[config.mk]
export PLATFORM = sky130hd
export DESIGN_NAME = raven_spi_slave
export DESIGN_NICKNAME = d
export VERILOG_FILES = /design/src/rtl/raven_spi_pkg.sv /design/src/rtl/raven_sync.sv /design/src/rtl/raven_spi_slave.sv
export SDC_FILE = /design/constraint.sdc
export NUM_CORES = 1
export LEC_CHECK = 0
export CORE_MARGIN = 5
export CORE_UTILIZATION = 30
export DETAILED_ROUTE_END_ITERATION = 7
export PLACE_DENSITY_LB_ADDON = 0.2
export SYNTH_ARGS = -nofsm -noshare
export SYNTH_HDL_FRONTEND = slang
export SYNTH_SLANG_ARGS = --single-unit
[constraint.sdc]
create_clock -name clk -period 2.4 [get_ports clk]
set_input_delay 0.24 -clock clk [delete_from_list [all_inputs] [get_ports clk]]
set_output_delay 0.24 -clock clk [all_outputs]
set_load 0.005 [all_outputs]
[src/rtl/raven_spi_pkg.sv]
// Shared types and constants for the Raven SPI register slave.
// Holds the controller state encoding and the two recognised command bytes.
package raven_spi_pkg;

    typedef enum logic [2:0] {
        ST_IDLE   = 3'd0,
        ST_CMD    = 3'd1,
        ST_ADDR   = 3'd2,
        ST_DATA   = 3'd3,
        ST_IGNORE = 3'd4
    } state_e;

    localparam logic [7:0] CMD_WRITE = 8'h80;
    localparam logic [7:0] CMD_READ  = 8'h40;

    // Bits arrive MSB first, so each new bit enters at the LSB end.
    function automatic logic [7:0] shift_in(input logic [7:0] r, input logic b);
        return {r[6:0], b};
    endfunction

endpackage

[src/rtl/raven_sync.sv]
// N-flop synchronizer for one asynchronous input; the reset value is
// selectable so an idle-high line such as chip select resets inactive.
module raven_sync #(
    parameter int N = 2
) (
    input  logic clk,
    input  logic rst,
    input  logic rst_val,
    input  logic d,
    output logic q
);

    logic [N-1:0] sync_q;
    logic [N-1:0] sync_d;

    always_comb begin
        sync_d = {sync_q[N-2:0], d};
    end

    always_ff @(posedge clk or posedge rst) begin
        if (rst) begin
            sync_q <= {N{rst_val}};
        end else begin
            sync_q <= sync_d;
        end
    end

    assign q = sync_q[N-1];

endmodule

[src/rtl/raven_spi_slave.sv]
// Mode-0 SPI slave bridging a command/address/data byte protocol onto a
// simple 8-bit register bus with single-cycle write and read strobes.
module raven_spi_slave
    import raven_spi_pkg::*;
#(
    parameter int SYNC_STAGES = 2
) (
    input  logic       clk,
    input  logic       reset,
    input  logic       csb,
    input  logic       sck,
    input  logic       sdi,
    output logic       sdo,
    output logic       sdo_oe,
    output logic [7:0] reg_addr,
    output logic [7:0] reg_wdata,
    output logic       reg_we,
    output logic       reg_re,
    input  logic [7:0] reg_rdata
);

    localparam logic [2:0] SETTLE = 3'(SYNC_STAGES + 1);

    logic csb_s;
    logic sck_s;
    logic sdi_s;

    raven_sync #(.N(SYNC_STAGES)) u_sync_csb (
        .clk     (clk),
        .rst     (reset),
        .rst_val (1'b1),
        .d       (csb),
        .q       (csb_s)
    );

    raven_sync #(.N(SYNC_STAGES)) u_sync_sck (
        .clk     (clk),
        .rst     (reset),
        .rst_val (1'b0),
        .d       (sck),
        .q       (sck_s)
    );

    raven_sync #(.N(SYNC_STAGES)) u_sync_sdi (
        .clk     (clk),
        .rst     (reset),
        .rst_val (1'b0),
        .d       (sdi),
        .q       (sdi_s)
    );

    state_e     state_q,     state_d;
    logic [2:0] bit_cnt_q,   bit_cnt_d;
    logic [7:0] rx_q,        rx_d;
    logic [7:0] tx_q,        tx_d;
    logic       read_mode_q, read_mode_d;
    logic [7:0] reg_addr_q,  reg_addr_d;
    logic [7:0] reg_wdata_q, reg_wdata_d;
    logic       reg_we_q,    reg_we_d;
    logic       reg_re_q,    reg_re_d;
    logic       load_q,      load_d;
    logic       sdo_oe_q,    sdo_oe_d;
    logic       sck_prev_q,  sck_prev_d;
    logic       csb_prev_q,  csb_prev_d;
    logic [2:0] settle_q,    settle_d;

    logic       sck_rise;
    logic       sck_fall;
    logic       csb_fall;
    logic       settled;
    logic       byte_done;
    logic [7:0] rx_byte;

    // The csb synchronizer resets high; if the pin is already low when reset
    // lifts, that flush looks like a falling edge. Edges are only trusted once
    // the chain and the edge-detect flop hold real pin samples.
    assign settled  = (settle_q == SETTLE);
    assign sck_rise = sck_s & ~sck_prev_q;
    assign sck_fall = ~sck_s & sck_prev_q;
    assign csb_fall = settled & csb_prev_q & ~csb_s;

    always_comb begin
        sck_prev_d = sck_s;
        csb_prev_d = csb_s;
        settle_d   = settled ? settle_q : settle_q + 3'd1;
    end

    always_comb begin
        state_d     = state_q;
        bit_cnt_d   = bit_cnt_q;
        rx_d        = rx_q;
        tx_d        = tx_q;
        read_mode_d = read_mode_q;
        reg_addr_d  = reg_addr_q;
        reg_wdata_d = reg_wdata_q;
        reg_we_d    = 1'b0;
        reg_re_d    = 1'b0;
        load_d      = reg_re_q;
        rx_byte     = shift_in(rx_q, sdi_s);
        byte_done   = sck_rise && (bit_cnt_q == 3'd7);

        if (reg_we_q) begin
            reg_addr_d = reg_addr_q + 8'd1;
        end
        if (load_q) begin
            tx_d = reg_rdata;
        end

        if (csb_s) begin
            state_d   = ST_IDLE;
            bit_cnt_d = 3'd0;
            rx_d      = 8'h00;
            tx_d      = 8'h00;
        end else begin
            if ((state_q != ST_IDLE) && sck_rise) begin
                rx_d      = rx_byte;
                bit_cnt_d = bit_cnt_q + 3'd1;
            end

            case (state_q)
                ST_IDLE: begin
                    bit_cnt_d = 3'd0;
                    if (csb_fall) begin
                        state_d = ST_CMD;
                    end
                end
                ST_CMD: begin
                    if (byte_done) begin
                        if (rx_byte == CMD_WRITE) begin
                            read_mode_d = 1'b0;
                            state_d     = ST_ADDR;
                        end else if (rx_byte == CMD_READ) begin
                            read_mode_d = 1'b1;
                            state_d     = ST_ADDR;
                        end else begin
                            state_d = ST_IGNORE;
                        end
                    end
                end
                ST_ADDR: begin
                    if (byte_done) begin
                        reg_addr_d = rx_byte;
                        reg_re_d   = read_mode_q;
                        state_d    = ST_DATA;
                    end
                end
                ST_DATA: begin
                    if (byte_done) begin
                        if (read_mode_q) begin
                            reg_addr_d = reg_addr_q + 8'd1;
                            reg_re_d   = 1'b1;
                        end else begin
                            reg_wdata_d = rx_byte;
                            reg_we_d    = 1'b1;
                        end
                    end
                    // The falling edge after a byte's last bit must not shift:
                    // the prefetched byte's MSB is already on sdo by then.
                    if (read_mode_q && sck_fall && (bit_cnt_q != 3'd0)) begin
                        tx_d = {tx_q[6:0], 1'b0};
                    end
                end
                ST_IGNORE: begin
                    state_d = ST_IGNORE;
                end
                default: begin
                    state_d = ST_IDLE;
                end
            endcase
        end

        sdo_oe_d = (state_d == ST_DATA) && read_mode_d;
    end

    always_ff @(posedge clk or posedge reset) begin
        if (reset) begin
            state_q     <= ST_IDLE;
            bit_cnt_q   <= 3'd0;
            rx_q        <= 8'h00;
            tx_q        <= 8'h00;
            read_mode_q <= 1'b0;
            reg_addr_q  <= 8'h00;
            reg_wdata_q <= 8'h00;
            reg_we_q    <= 1'b0;
            reg_re_q    <= 1'b0;
            load_q      <= 1'b0;
            sdo_oe_q    <= 1'b0;
            sck_prev_q  <= 1'b0;
            csb_prev_q  <= 1'b1;
            settle_q    <= 3'd0;
        end else begin
            state_q     <= state_d;
            bit_cnt_q   <= bit_cnt_d;
            rx_q        <= rx_d;
            tx_q        <= tx_d;
            read_mode_q <= read_mode_d;
            reg_addr_q  <= reg_addr_d;
            reg_wdata_q <= reg_wdata_d;
            reg_we_q    <= reg_we_d;
            reg_re_q    <= reg_re_d;
            load_q      <= load_d;
            sdo_oe_q    <= sdo_oe_d;
            sck_prev_q  <= sck_prev_d;
            csb_prev_q  <= csb_prev_d;
            settle_q    <= settle_d;
        end
    end

    assign sdo       = sdo_oe_q & tx_q[7];
    assign sdo_oe    = sdo_oe_q;
    assign reg_addr  = reg_addr_q;
    assign reg_wdata = reg_wdata_q;
    assign reg_we    = reg_we_q;
    assign reg_re    = reg_re_q;

endmodule

### Word level (Yosys, flattened, before mapping)

Cells that the tools add are included.

| storage, ports and cells | value |
|---|---|
| bits in registers | 53 |
| input port bits | 13 |
| output and inout port bits | 20 |
| word-level logic and storage cells | 85 |

| operators by class | value |
|---|---|
| $add $sub $neg | 3 |
| equality and inequality tests | 9 |
| muxes and demuxes | 36 |
| bitwise gates (word level) | 9 |
| reductions and logical operators | 11 |

Operators by type and width:

| operator | number |
|---|---|
| 2-to-1 mux 8 bit | 9 |
| 2-to-1 mux 3 bit | 9 |
| case mux 8 bit (2 select lines) | 1 |
| case mux 3 bit (5 select lines) | 1 |
| 2-to-1 mux 7 bit | 2 |
| 2-to-1 mux 1 bit | 13 |
| equality test 3 x 2 -> 1 bit, second input constant | 4 |
| nonzero test 3 bit | 3 |
| adder 8 x 1 -> 8 bit, second input constant | 1 |
| equality test 8 x 7 -> 1 bit, second input constant | 1 |
| equality test 8 bit, second input constant | 1 |
| adder 3 x 1 -> 3 bit, second input constant | 2 |
| equality test 3 bit, second input constant | 2 |
| bitwise AND 1 bit | 5 |
| logical AND 1 bit | 5 |
| inverter 1 bit | 4 |
| AND reduction 4 bit | 1 |
| equality test 3 x 1 -> 1 bit, second input constant | 1 |
| zero test 3 bit | 1 |
| case mux 1 bit (2 select lines) | 1 |
| nonzero test 2 bit | 1 |

### Depth between registers and ports, before layout

Gate-level depths: netlist of run 1.

| depth | value |
|---|---|
| depth in word-level cells | 8 |
| gate-level depth with buffers | 8 |

### Worst setup path after synthesis of run 1

No wires, ideal clock.

| timing path | value |
|---|---|
| kind | register -> register |
| from | register bit_cnt_q[0] |
| to | register reg_addr_q[5] (netlist: reg_addr[5]) |
| setup time | 120 ps |
| data arrival time | 1630 ps |
| path slack | 650 ps |
| cell stages (with the launch flop) | 9 |
| path buffers | 1 |
| period minus slack after synthesis | 1750 ps |
| cells stage by stage | dfrtp_1 > ha_1 > ha_1 > and3b_1 > buf_2 > nand2_1 > o21bai_1 > a31o_2 > a31o_1 |

| on the way | value |
|---|---|
| longest elaborated chain between the ends | 5 |

Ends and longest elaborated chain:

| item | RTL line | text |
|---|---|---|
| start, declared | raven_spi_slave.sv:53 | `logic [2:0] bit_cnt_q, bit_cnt_d;` |
| start signal, assigned | raven_spi_slave.sv:193 | `bit_cnt_q <= bit_cnt_d;` |
| equality test 3 bit (*) | raven_spi_slave.sv:100 | `byte_done = sck_rise && (bit_cnt_q == 3'd7);` |
| logical AND 1 bit (*) | raven_spi_slave.sv:100 |  |
| 2-to-1 mux 8 bit (on tied branches) | raven_spi_slave.sv:148, raven_spi_slave.sv:141 |  |
| case mux 8 bit (2 select lines) (*) | raven_spi_slave.sv:120 | `case (state_q)` |
| 2-to-1 mux 8 bit (*) | raven_spi_slave.sv:109 | `if (csb_s) begin` |
| via reg_addr_d[5] | raven_spi_slave.sv:57 | `logic [7:0] reg_addr_q, reg_addr_d;` |
| end signal, assigned | raven_spi_slave.sv:197 | `reg_addr_q <= reg_addr_d;` |
| end, declared | raven_spi_slave.sv:57 |  |

The timed path passes the listed nets; every way through them passes the cells marked *.
A chain may end at the register's enable or synchronous reset.

### Final worst setup path of run 1

| timing path | value |
|---|---|
| from | register bit_cnt_q[0] |
| to | register reg_addr_q[3] (netlist: reg_addr[3]) |

The elaborated chain is that of the path after synthesis.

==> impl_metrics.ini, run 1 <==
[critical_path]
crit_top_cell = ha_1
startpoint_type = flop
path_delay_family = compound AO/OA/AOI/OAI gates
path_cells = ha_1, ha_1, and3b_1, nand2_1, o21bai_1, a41oi_1, o22ai_1
rr_startpoint = bit_cnt_q[0]
worst-setup-path-type = reg -> reg
path_buf_inv = 0
critPathSlowestCell = dfrtp_1
critPathMaxFanout = 6
end_kind = flop
r2r_cells = 7
worst_r2r_endpoint = reg_addr[3]
cp_data_arrival_time_ns = 2.12
required_ns = 2.62
rrSetupSlack_ns = 0.50
cpPeakStageDelay_ns = 0.40

[timing]
setup_violations = 0
max_slew_margin = 0.673
whs_ns = 0.268
final-hold-violation-count = 0
clock_skew_ns = 0.00731
worstMarginPinSlew_ns = 0.491
min_period_ns = 1.90
post-route-period-util = 0.791
rsz0062_at_grt = no
finalMaxSlewViolations = 0
fin_ws_ns = 0.502
setup_tns_ns = 0
clock.fmax_ghz = 0.527

[cells_and_area]
layout_common_cells = dfrtp_1 (50), clkdlybuf4s50_1 (32), nor2_1 (30)
final_common_cell = dfrtp_1
antenna_cells = 0
finalNonFillerCells = 386
drive_gt1_frac = 0.133
fin_area_um2 = 3170
num-fill-cells = 888
nNetsFinal = 296
area_growth_pct = 19.4

[job]
drv_cap = 0

[outcome]
status = finished clean

[place]
placed_cell_area_um2 = 3070
gp_congestion = 0.859
hpwl_mm = 4.13
port_buffers = 32
dp_slack_ns = 0.537
dp.cells = 378

[clock_network]
cts_hold_buf = 0
cts.sinks = 53
cts_buffers = 5
cts_root_buf = clkbuf_8
cts_max_level = 2
clock_latency_ns = 0.30
cts.repair.resized = 0
post_cts_buffers = 0
cts_buffer_depth = 2
cts.clk_slew.worst_paths_ns = 0.09
cts_tree = built

[power]
switching_share = 0.218
power.switching_mw = 0.334
peakVddDrop_v = 0.000225
p_leak_nw = 1.33
power.density_nw_per_um2 = 483
combPwrFrac = 0.048
p_int_mw = 1.20
p_clk_frac = 0.353
seqPwrFrac = 0.599

[route]
drt_wl_total_mm = 5.65
drt_iter0_markers = 109
antenna_left = 0
viasPerCell = 4.95
drcViolationCount = 0
via_count = 1910
dr.pass1.iters = 4
wl_per_cell_um = 14.6

[die]
start_util = 0.306
die_area_um2 = 10800
die_w_um = 104
core_area_um2 = 8680
num_rows = 34
io_pins = 33
die_h_um = 104

[logic_synthesis]
ys_seq_area_frac = 0.501
synth_edf_count = 0
avgSynthCellArea_um2 = 10.7
synth_seq_cells = 53
ys.flop_type = dfrtp_1
synthArstFlopShare = 1.00
ys_warn_count = 0
synth.distinct_cells = 55
synth.cell_area_um2 = 2660
synth_nets = 268
syn-instance-count = 249

[grt]
antenna_found_initial = 0
grt_first_pass_wirelength_mm = 9.83
grt-ovfl-total = 0
grt_use_total = 0.109
grt_pass1_vias = 1888
grt_max_degree = 33

[hold_path]
hold_class = in -> async
-- cell usage after synthesis (all sizes together) (2+ instances only) --
cell,count,area [µm²]
and2,2,12.5
dfstp,3,78.8
ha,6,75.1
nand2,17,66.3
o21ai,10,50.1
a211oi,2,15.0
nand4,2,12.5
buf,11,65.1
xor2,4,35.0
o22ai,3,18.8
mux2,16,180
mux2i,17,170
a21oi,11,55.1
xnor2,6,52.6
o21bai,2,15.0
dfrtp,50,1250
nor4,2,12.5
nor3b,2,26.3
and3b,2,17.5
clkbuf,4,18.8
nor2,31,124
inv,7,26.3
a31o,2,17.5
nand3,4,20.0
nor2b,4,25.0
nor3,9,56.3
o2111ai,2,17.5
-- cell type report --
class                   count  area [µm²]  area share
clock inverters             1        5.00     0.00158
well taps                 108         135      0.0426
inverters                   8        30.0     0.00947
flip-flops and latches     53        1330       0.419
repair buffers             36         363       0.114
clock buffers               7        96.3      0.0304
multi-input cells         173        1210       0.382
-- flip-flops by register name, indices dropped and copies added, names as in the netlist, 2 cells and up --
name               cells
tx_q                   8
u_sync_sdi.sync_q      2
reg_wdata              8
u_sync_csb.sync_q      2
bit_cnt_q              3
rx_q                   7
u_sync_sck.sync_q      2
reg_addr               8
settle_q               3
state_q                3
-- power groups by stage --
stage	clock [mW]	combinational, mW	sequential, mW
floorplan	0	0.0430	0.928
global placement	0	0.0752	0.935
detailed placement	0	0.0757	0.935
CTS	0.568	0.0760	0.917
global route	0.604	0.0835	0.920
finish	0.541	0.0732	0.917
-- layer usage --
layer,global-route usage,part of all wire,vias to the layer above
met5,0,0,-
met4,0.0389,0.011,0
met3,0.0242,0.046,4
met2,0.153,0.44,42
met1,0.164,0.51,930
li1,-,-,934
-- logic make-up (layout without fill, tap and decap cells) --
logic type | count (synthesis) | after routing | share of synthesized area
flops | 53 | 53 | 0.501
mux | 33 | 33 | 0.132
xor+xnor | 10 | 10 | 0.0330
compound gates | 40 | 40 | 0.0966
buf+inv | 23 | 52 | 0.0429
simple gates | 84 | 84 | 0.167
fa+ha+maj | 6 | 6 | 0.0283
-- worst max path at each step --
stage | slack [ns] | cells past startpoint | startpoint | to
global route | 0.29 | 7 | bit_cnt_q[0] | reg_addr[3]
floorplan | 0.65 | 8 | bit_cnt_q[0] | reg_addr[5]
detailed placement | 0.54 | 7 | bit_cnt_q[0] | reg_addr[3]
finish | 0.50 | 7 | bit_cnt_q[0] | reg_addr[3]
global placement | 0.56 | 7 | bit_cnt_q[0] | reg_addr[3]
CTS | 0.50 | 7 | bit_cnt_q[0] | reg_addr[3]
-- through the flow --
step	total power, mW	util
5_1_grt	1.61	0.365
3_3_place_gp	1.01	0.354
4_1_cts	1.56	0.365
3_5_place_dp	1.01	0.354
2_1_floorplan	0.971	-
6_report	1.53	0.365
(Power assumes the default switching activity.)
==> run 2, diff against run 1 <==
==> constraint.sdc (replaced) <==
create_clock -name clk -period 2 [get_ports clk]
set_input_delay 0.2 -clock clk [delete_from_list [all_inputs] [get_ports clk]]
set_output_delay 0.2 -clock clk [all_outputs]
set_load 0.005 [all_outputs]
==> impl_metrics.ini, run 2 (synthesis results as in run 1) <==
[outcome]
status = finished clean

[critical_path]
critPathMaxFanout = 6
startpoint_type = flop
end_kind = flop
required_ns = 2.20
worst-setup-path-type = reg -> reg
cp_data_arrival_time_ns = 2.05

[timing]
worstMarginPinSlew_ns = 0.506
setup_violations = 0
setup_tns_ns = 0
min_period_ns = 1.85
final-hold-violation-count = 0
whs_ns = 0.107
rsz0062_at_grt = no
max_slew_margin = 0.663
clock.fmax_ghz = 0.542
clock_skew_ns = 0.00877
finalMaxSlewViolations = 0
post-route-period-util = 0.923

[power]
p_leak_nw = 1.35
power.density_nw_per_um2 = 565
peakVddDrop_v = 0.000294
p_total_mw = 1.80

[clock_network]
post_cts_buffers = 0
cts_tree = built
clock_latency_ns = 0.31
cts.clk_slew.worst_paths_ns = 0.10
cts_root_buf = clkbuf_8
cts_buffer_depth = 2
cts_max_level = 2
cts.sinks = 53
cts_buffers = 5

[place]
hpwl_mm = 4.28
placed_cell_area_um2 = 3100
port_buffers = 32
gp_congestion = 0.804
dp.cells = 384

[hold_path]
hold_class = in -> async

[route]
antenna_left = 0
via_count = 1931
dr.pass1.iters = 4
viasPerCell = 4.93
drt_iter0_markers = 99
wl_per_cell_um = 14.9
drt_wl_total_mm = 5.83
drcViolationCount = 0

[grt]
grt_first_pass_wirelength_mm = 10.2
grt_pass1_vias = 1984
grt-ovfl-total = 0
grt_use_total = 0.112
antenna_found_initial = 0
grt_max_degree = 29

[cells_and_area]
layout_common_cells = dfrtp_1 (50), clkdlybuf4s50_1 (32), nor2_1 (29)
final_common_cell = dfrtp_1
num-fill-cells = 888
drive_gt1_frac = 0.155
area_growth_pct = 20.3
nNetsFinal = 302
antenna_cells = 0
finalNonFillerCells = 392
fin_area_um2 = 3200

[die]
start_util = 0.306
die_h_um = 104
core_area_um2 = 8680
num_rows = 34
die_w_um = 104
io_pins = 33
die_area_um2 = 10800

[job]
drv_cap = 0
-- run 2: cell types whose count changed in the layout (fill, tap and decap cells not counted), sizes merged --
cell and change:
buf +6, inv +1, clkbuf -1
-- run 2: routing by layer --
layer,part of all wire,vias to the layer above,GRT usage
met3,0.037,7,0.0230
met2,0.44,37,0.170
met4,0.013,0,0.0333
met5,0,-,0
li1,-,937,-
met1,0.51,950,0.160
-- run 2: final cells by class --
class	instances	area [µm²]	share of cell area
clock buffers	6	72.6	0.0227
clock inverters	2	13.8	0.00431
inverters	8	30.0	0.00940
multi-input cells	173	1220	0.381
flip-flops and latches	53	1330	0.416
well taps	108	135	0.0423
repair buffers	42	395	0.124
-- run 2: worst max-delay path, cell delays in order, from the launching register on --
cell	delay, ns
dfrtp_1	0.42
ha_1	0.20
ha_1	0.20
and3b_1	0.25
nand2_1	0.14
o21bai_2	0.12
a31o_2	0.25
a31o_1	0.17
-- run 2: metrics by stage --
| step | utilization | worst slack [ns] |
|---|---|---|
| after floorplan | - | 0.250 |
| after global placement | 0.358 | 0.186 |
| after detailed placement | 0.358 | 0.136 |
| after CTS | 0.368 | 0.121 |
| after global routing | 0.368 | 0.00373 |
| final | 0.368 | 0.155 |
-- run 2: final timing paths --
kind / start / endpoint / slack [ns] / cells after the start
max: bit_cnt_q[0] / reg_addr[5] / 0.15 / 7
min: reset / u_sync_sdi.sync_q[0] / 0.11 / 2
max reg2reg: bit_cnt_q[0] / reg_addr[5] / 0.15 / 7
min reg2reg: u_sync_sdi.sync_q[0] / u_sync_sdi.sync_q[1] / 0.36 / 0
max in group asynchronous: reset / tx_q[6] / 1.27 / 3
min in group clk: csb / u_sync_csb.sync_q[0] / 0.29 / 1
-- run 2: timing repair --
item                       4_1_cts  5_1_grt
resized for setup                0        2
setup endpoints to repair        0        2
hold buffers                     0        0
-- run 2: power breakdown --
| group | total (mW) | switching, mW | internal [mW] |
|---|---|---|---|
| logic | 0.0928 | 0.0514 | 0.0415 |
| registers | 1.10 | 0.0134 | 1.08 |
| clock network | 0.614 | 0.363 | 0.251 |
| total | 1.80 | 0.428 | 1.38 |
